## src/rtl/pe_pkg.sv

```systemverilog
// Shared definitions for the sparse-convolution PE row pipeline:
// sequencer states, input word field layout and default geometry.
package pe_pkg;

  typedef enum logic [2:0] {
    S_IDLE   = 3'd0,
    S_WLOAD  = 3'd1,
    S_HDR    = 3'd2,
    S_HCAP   = 3'd3,
    S_STREAM = 3'd4,
    S_FLUSH  = 3'd5,
    S_FIN    = 3'd6
  } state_e;

  localparam int IDX_HI = 15;
  localparam int IDX_LO = 8;
  localparam int VAL_HI = 7;

  localparam int ROW_LEN_DEF     = 28;
  localparam int FILTER_SIZE_DEF = 5;

  function automatic logic [7:0] word_index(input logic [15:0] w);
    return w[IDX_HI:IDX_LO];
  endfunction

  function automatic logic [7:0] word_value(input logic [15:0] w);
    return w[VAL_HI:0];
  endfunction

endpackage

```

## src/rtl/pe_row_scheduler_ptr.sv

```systemverilog
// Output-memory write pointer and sticky error flag: clamps the PE pop count,
// adds a full filter stride on every row flush.
module pe_row_scheduler_ptr
  import pe_pkg::*;
#(
  parameter int OUT_ADDR_W  = 5,
  parameter int FILTER_SIZE = FILTER_SIZE_DEF
) (
  input  logic                  clk,
  input  logic                  rst,
  input  logic                  clear_i,
  input  logic                  stream_i,
  input  logic                  flush_i,
  input  logic                  sat_err_i,
  input  logic [2:0]            pop_i,
  output logic                  out_we_o,
  output logic [OUT_ADDR_W-1:0] out_addr_o,
  output logic                  err_o
);

  localparam logic [2:0]            POP_MAX    = 3'(FILTER_SIZE);
  localparam logic [OUT_ADDR_W-1:0] FLUSH_STEP = OUT_ADDR_W'(FILTER_SIZE);

  logic                  pop_over;
  logic [2:0]            pop_clamp;
  logic [OUT_ADDR_W-1:0] step;
  logic [OUT_ADDR_W-1:0] addr_q, addr_d;
  logic                  err_q, err_d;

  // pop only counts while streaming; the flush beat always commits a full stride
  always_comb begin
    pop_over  = pop_i > POP_MAX;
    pop_clamp = pop_over ? POP_MAX : pop_i;
    step      = '0;
    if (flush_i) begin
      step = FLUSH_STEP;
    end else if (stream_i) begin
      step = OUT_ADDR_W'(pop_clamp);
    end
    out_we_o = flush_i | (stream_i & (pop_clamp != 3'd0));
    addr_d   = clear_i ? '0 : addr_q + step;
    err_d    = clear_i ? 1'b0 : (err_q | sat_err_i | (stream_i & pop_over));
  end

  always_ff @(posedge clk or posedge rst) begin
    if (rst) begin
      addr_q <= '0;
      err_q  <= 1'b0;
    end else begin
      addr_q <= addr_d;
      err_q  <= err_d;
    end
  end

  assign out_addr_o = addr_q;
  assign err_o      = err_q;

endmodule

```

## src/rtl/pe_row_scheduler.sv

```systemverilog
// Frame sequencer for the PE row pipeline: loads weights, then walks the
// compressed input memory row by row, streaming entries and flushing each row.
module pe_row_scheduler
  import pe_pkg::*;
#(
  parameter int ROW_LEN     = ROW_LEN_DEF,
  parameter int FILTER_SIZE = FILTER_SIZE_DEF,
  parameter int NUM_ROWS    = 24,
  parameter int IN_ADDR_W   = 4,
  parameter int OUT_ADDR_W  = 5
) (
  input  logic                  clk,
  input  logic                  rst,
  input  logic                  start_i,
  output logic                  busy_o,
  output logic                  done_o,
  output logic                  w_load_o,
  output logic [IN_ADDR_W-1:0]  w_addr_o,
  output logic                  in_rd_o,
  output logic [IN_ADDR_W-1:0]  in_addr_o,
  input  logic [15:0]           in_data_i,
  output logic                  pe_in_valid_o,
  output logic [15:0]           pe_in_o,
  output logic [4:0]            pe_cnt_o,
  input  logic [2:0]            pop_i,
  output logic                  out_we_o,
  output logic [OUT_ADDR_W-1:0] out_addr_o,
  output logic                  row_fini_o,
  output logic                  err_o
);

  localparam int               ROW_W    = $clog2(NUM_ROWS + 1);
  localparam logic [7:0]       ROW_LEN8 = 8'(ROW_LEN);
  localparam logic [ROW_W-1:0] LAST_ROW = ROW_W'(NUM_ROWS - 1);

  state_e               state_q, state_d;
  logic [IN_ADDR_W-1:0] in_addr_q, in_addr_d;
  logic [4:0]           n_q, n_d;
  logic [4:0]           rd_q, rd_d;
  logic [4:0]           pe_cnt_q, pe_cnt_d;
  logic [ROW_W-1:0]     row_q, row_d;
  logic [15:0]          pe_in_q;
  logic [7:0]           hdr_n;
  logic                 hdr_sat;
  logic [4:0]           n_cap;
  logic                 start_clr;

  assign hdr_n   = word_index(in_data_i);
  assign hdr_sat = hdr_n > ROW_LEN8;
  assign n_cap   = hdr_sat ? 5'(ROW_LEN) : hdr_n[4:0];

  // The first entry read overlaps the header capture cycle, so a row of N
  // entries costs exactly N+3 cycles; rd_q counts reads issued, pe_cnt_q beats.
  always_comb begin
    state_d   = state_q;
    in_addr_d = in_addr_q;
    n_d       = n_q;
    rd_d      = rd_q;
    pe_cnt_d  = pe_cnt_q;
    row_d     = row_q;
    in_rd_o   = 1'b0;
    start_clr = 1'b0;
    case (state_q)
      S_IDLE: begin
        if (start_i) begin
          start_clr = 1'b1;
          in_addr_d = '0;
          row_d     = '0;
          state_d   = S_WLOAD;
        end
      end
      S_WLOAD: state_d = S_HDR;
      S_HDR: begin
        in_rd_o   = 1'b1;
        in_addr_d = in_addr_q + IN_ADDR_W'(1);
        state_d   = S_HCAP;
      end
      S_HCAP: begin
        n_d      = n_cap;
        pe_cnt_d = 5'd1;
        if (n_cap == 5'd0) begin
          state_d = S_FLUSH;
        end else begin
          in_rd_o   = 1'b1;
          in_addr_d = in_addr_q + IN_ADDR_W'(1);
          rd_d      = 5'd1;
          state_d   = S_STREAM;
        end
      end
      S_STREAM: begin
        if (rd_q < n_q) begin
          in_rd_o   = 1'b1;
          in_addr_d = in_addr_q + IN_ADDR_W'(1);
          rd_d      = rd_q + 5'd1;
        end
        pe_cnt_d = pe_cnt_q + 5'd1;
        if (pe_cnt_q == n_q) begin
          state_d = S_FLUSH;
        end
      end
      S_FLUSH: begin
        row_d   = row_q + ROW_W'(1);
        state_d = (row_q == LAST_ROW) ? S_FIN : S_HDR;
      end
      S_FIN: begin
        pe_cnt_d = '0;
        state_d  = S_IDLE;
      end
      default: state_d = S_IDLE;
    endcase
  end

  always_ff @(posedge clk or posedge rst) begin
    if (rst) begin
      state_q   <= S_IDLE;
      in_addr_q <= '0;
      n_q       <= '0;
      rd_q      <= '0;
      pe_cnt_q  <= '0;
      row_q     <= '0;
      pe_in_q   <= '0;
    end else begin
      state_q   <= state_d;
      in_addr_q <= in_addr_d;
      n_q       <= n_d;
      rd_q      <= rd_d;
      pe_cnt_q  <= pe_cnt_d;
      row_q     <= row_d;
      if (pe_in_valid_o) begin
        pe_in_q <= pe_in_o;
      end
    end
  end

  // Read data arrives the cycle after in_rd, exactly when the beat is presented;
  // pe_in_q keeps the last beat visible between rows.
  assign pe_in_valid_o = (state_q == S_STREAM) || (state_q == S_FLUSH);
  assign pe_in_o       = (state_q == S_STREAM) ? in_data_i :
                         (state_q == S_FLUSH)  ? 16'd0     : pe_in_q;
  assign pe_cnt_o      = pe_cnt_q;
  assign busy_o        = state_q != S_IDLE;
  assign done_o        = state_q == S_FIN;
  assign w_load_o      = state_q == S_WLOAD;
  assign w_addr_o      = '0;
  assign in_addr_o     = in_addr_q;
  assign row_fini_o    = state_q == S_FLUSH;

  pe_row_scheduler_ptr #(
    .OUT_ADDR_W  (OUT_ADDR_W),
    .FILTER_SIZE (FILTER_SIZE)
  ) u_ptr (
    .clk        (clk),
    .rst        (rst),
    .clear_i    (start_clr),
    .stream_i   (state_q == S_STREAM),
    .flush_i    (state_q == S_FLUSH),
    .sat_err_i  ((state_q == S_HCAP) && hdr_sat),
    .pop_i      (pop_i),
    .out_we_o   (out_we_o),
    .out_addr_o (out_addr_o),
    .err_o      (err_o)
  );

endmodule

```

## config.mk

```make
export PLATFORM = sky130hd
export DESIGN_NAME = pe_row_scheduler
export DESIGN_NICKNAME = d
export VERILOG_FILES = /design/src/rtl/pe_pkg.sv /design/src/rtl/pe_row_scheduler_ptr.sv /design/src/rtl/pe_row_scheduler.sv
export SDC_FILE = /design/constraint.sdc
export NUM_CORES = 1
export LEC_CHECK = 0
export ABC_AREA = 1
export BUFFER_PORTS_ARGS = -buffer_cell sky130_fd_sc_hd__buf_2
export CAP_MARGIN = 0
export CORE_MARGIN = 10
export CORE_UTILIZATION = 58
export DETAILED_ROUTE_END_ITERATION = 7
export PLACE_DENSITY = 0.85
export SLEW_MARGIN = 20
export SYNTH_ARGS = -nofsm -noshare
export SYNTH_HDL_FRONTEND = slang
export SYNTH_SLANG_ARGS = --single-unit
```

## constraint.sdc

```tcl
create_clock -name clk -period 3.65 [get_ports clk]
set_input_delay 0.5475 -clock clk [delete_from_list [all_inputs] [get_ports clk]]
set_output_delay 0.5475 -clock clk [all_outputs]
set_load 0.01 [all_outputs]
```

==> run summary <==
The synthesized instance count is 336. The number of setup violations in the final report is 0. The via count of the first global-routing pass came out at 2,340. The floorplan core area is 0.004692 mm^2.

The synthesis warning total is 0. Buffers added to address setup during post-CTS repair amount to 0. The final setup skew came out at 3.918 ps.

The kind of end point of the critical path is an output port. The final critical delay including setup and external delays came out at 2739 ps. The floorplan die width came out at 89.25 um. The data arrival time of the critical path came out at 2190 ps.

The overall overflow remaining after global route is 0. The critical path in this run is classified as reg -> out. The number of violations of the max-capacitance limit came out at 0. The global placer's final weighted congestion came out at 0.8877. The maximum vdd drop is 0.0003790 V.

The net switching power is 1.080 mW. The relative area change from synthesis to final layout came out at 14.66%. Clock tree synthesis found a total of 49 sinks. The number of register bits inferred by synthesis is 49. The clock network accounts for 14.0% of the total power. The area of all sequential standard cells came out at 0.001226 mm^2.

The post-synthesis share of cell area spent on full adders, half adders and majority gates is 5.668%. The CTS root buffer is clkbuf_8. In this run the worst hold path is classified as in -> async. The maximum level of the CTS H-tree is 2. In this run the power density over the cells is 782.7 mW/mm^2. The largest net degree at the start of global routing is 50.

The count of inserted antenna diode cells is 0. The utilization after layout is 67.97%. Setup repair after global routing left no endpoint under its margin. Summed over all cells, the static leakage comes to 1.811 nW.

The per-cell routed wire length is 14.38 um. The number of standard-cell rows in the floorplan is 25. The relative slew slack is 44.47%. A synthesized cell averages 8.278 um^2. The number of antenna violations at the first check in global routing came out at 0. The largest area contributor in the netlist is dfrtp_1. The share of synthesized area occupied by flip-flops and latches came out at 44.08%.

Summed over all layers, the routed wires come to 6457 um. For this run, the detailed router's first-pass iteration total came to 4. The largest fanout on the critical path is 20. Sequential cells account for 36.1% of the total power. The number of design rule violations left after detail routing is 0.

For this block, the initial DRC count from the detailed router was 102. By area, the combinational part of the netlist is dominated by simple AND/OR/NAND/NOR gates. The total clock buffers created by CTS came out at 5. The worst slack at placement came out at 1248 ps.

The synthesized netlist devotes 22.76% of its cell area to simple gates. The hold buffer count at cts came out at 0. Ranked by total cell area, the synthesized netlist is headed by dfrtp_1 44%, nand2_1 9.7%, a22o_1 7.6%.

The number of distinct library cells after synthesis is 35. The per-cell via count in the routed design came out at 5.399. After layout, the worst path uses 75.05% of the clock period. The total negative slack came out at 0 ps. The total count of max-transition violations in the final report is 0.

The number of nets in the layout is 428. At the later pin of the worst-skew pair, clock insertion delay measures 300 ps. Data on the critical path is required at its endpoint by 3100 ps. The synthesized-area fraction occupied by xor and xnor cells is 2.204%. The count of non-filler cells in the finished layout came out at 449. The run finished with clean final reports. The mux cell area share after synthesis came out at 0%. The transition time at the pin with the least slew margin came out at 832.0 ps. The number of buffers inserted by port buffering came out at 59. The die area is 0.007966 mm^2. The final-layout worst hold slack is 374.3 ps.

The die height came out at 89.25 um. The combined area of the multi-input logic cells is 0.001304 mm^2. Timing would allow up to 365.1 MHz. The proportion of layout cells with a drive suffix above 1 came out at 22.03%. Once routing completed, OpenROAD measured the worst setup slack at 910.9 ps. The total placed cells including tap cells came out at 441. The HPWL after detailed placement is 4969 um.

The post-cts gate resize count is 0. The I/O pin count is 64. The total vias in the final route came out at 2,424. The worst-case clock buffer depth is 2. Internal power comes to 1.416 mW. The first-pass GRT wire length is 10,620 um. The total routing resource utilization after global routing came out at 16.77%. The total count of hold-check failures in the final report came to 0. The number of nets with antenna violations after detailed routing is 0. The synthesized cell area came out at 0.002781 mm^2. The combinational group share of total power came out at 49.9%. The placed instances occupy a cell area of 0.003087 mm^2. The number of cell instances on the worst register-to-register path came out at 9. The compound-gate portion of the synthesized area is 15.70%.

The filler cells instantiated in the layout total 384. Once the floorplan was initialized, standard cells occupied 59.28% of the core. STA classifies the critical path startpoint as a flip-flop. Summing internal, switching and leakage power gives 2.496 mW. The clock-pin slew on the worst setup and hold paths came out at 90 ps. The final instance area is 0.003189 mm^2. TritonCTS built the clock tree. The top cell type's share of synthesized area came out at 44.08%. The net switching share of the total power came out at 43.26%.
## power by group through the flow
stage	registers [mW]	clock network [mW]	logic [mW]
after floorplan	0.888	0	0.879
after global placement	0.899	0	1.21
after detailed placement	0.911	0	1.26
after CTS	0.901	0.355	1.26
after global routing	0.927	0.378	1.40
final	0.902	0.348	1.25
## cell type report
cell class | instances | share of cell area, %
clock buffers | 7 | 3.021
repair buffers | 61 | 9.729
flip-flops and latches | 49 | 38.45
multi-input cells | 230 | 40.88
clock inverters | 1 | 0.1569
inverters | 47 | 5.649
well taps | 54 | 2.118
## Yosys cell counts
master / number
buf_2: 7
nor2_4: 2
inv_2: 5
dfrtp_1: 49
o21ai_2: 1
nor2_8: 1
xnor2_1: 1
or2_1: 1
fa_1: 1
nand2_1: 72
a21oi_1: 7
inv_1: 41
nand3_1: 22
buf_4: 4
inv_4: 1
o22ai_1: 1
and3_1: 1
ha_1: 11
conb_1: 1
or2_2: 1
nor2_2: 2
o21ai_0: 29
nand2_2: 3
a22o_1: 24
nor2_1: 26
o211ai_1: 1
o21bai_1: 1
clkbuf_1: 1
nand3_2: 1
nand4_1: 6
o31ai_1: 1
xor2_1: 6
o41ai_1: 1
nor3_1: 3
buf_8: 1
## per-layer routing
metal  GRT usage [%]  up-vias  share of wire (%)
li1                -     1214                  -
met5               0        -                  0
met1           21.07     1138                 47
met2           27.06       66                 45
met3           5.014        6                7.5
met4           5.202        0               0.99
## layout by cell type, fill, tap and decap left out, drive strengths merged, types with 7 or more instances in the layout
| master | instances |
|---|---|
| inv | 46 |
| dfrtp | 49 |
| buf | 61 |
| o21ai | 30 |
| nor2 | 31 |
| ha | 11 |
| nand2 | 75 |
| a21oi | 7 |
| clkbuf | 7 |
| nand3 | 23 |
| a22o | 24 |
## registers in the layout, summed over array words and instances, names as in the netlist
register,flops
u_ptr.err_o,1
u_ptr.out_addr_o,5
pe_in_q,16
pe_cnt_o,5
n_q,5
rd_q,5
in_addr_o,4
row_q,5
state_q,3
## critical path, cell delays in order, from the launching register on
cell	delay [ps]
dfrtp_1	420
inv_2	160
nand2_2	110
nor2_4	320
buf_4	310
nand4_1	160
nand2_2	150
inv_2	70
nand2_1	50
buf_2	120
## worst paths after layout
kind                                    startpoint                            end  slack [ps]
setup / recovery            state_q[0]$_DFFE_PP0P_                        in_rd_o         910
hold / removal                                 rst       in_addr_o[2]$_DFFE_PP0P_         370
setup reg to reg            state_q[0]$_DFFE_PP0P_  u_ptr.out_addr_o[4]$_DFF_PP0_        1280
hold reg to reg            pe_in_q[11]$_DFFE_PP0P_        pe_in_q[11]$_DFFE_PP0P_         480
max in group asynchronous                      rst        pe_cnt_o[0]$_DFFE_PP0P_        2780
min in group clk           pe_in_q[11]$_DFFE_PP0P_        pe_in_q[11]$_DFFE_PP0P_         480
## kinds of logic after synthesis
family / after synthesis
flip-flops: 49
other: 1
buffers and inverters: 60
AO/OA/AOI/OAI: 66
XOR/XNOR: 7
adder cells (fa/ha/maj): 12
AND/OR/NAND/NOR: 141
(Power assumes the default switching activity.)
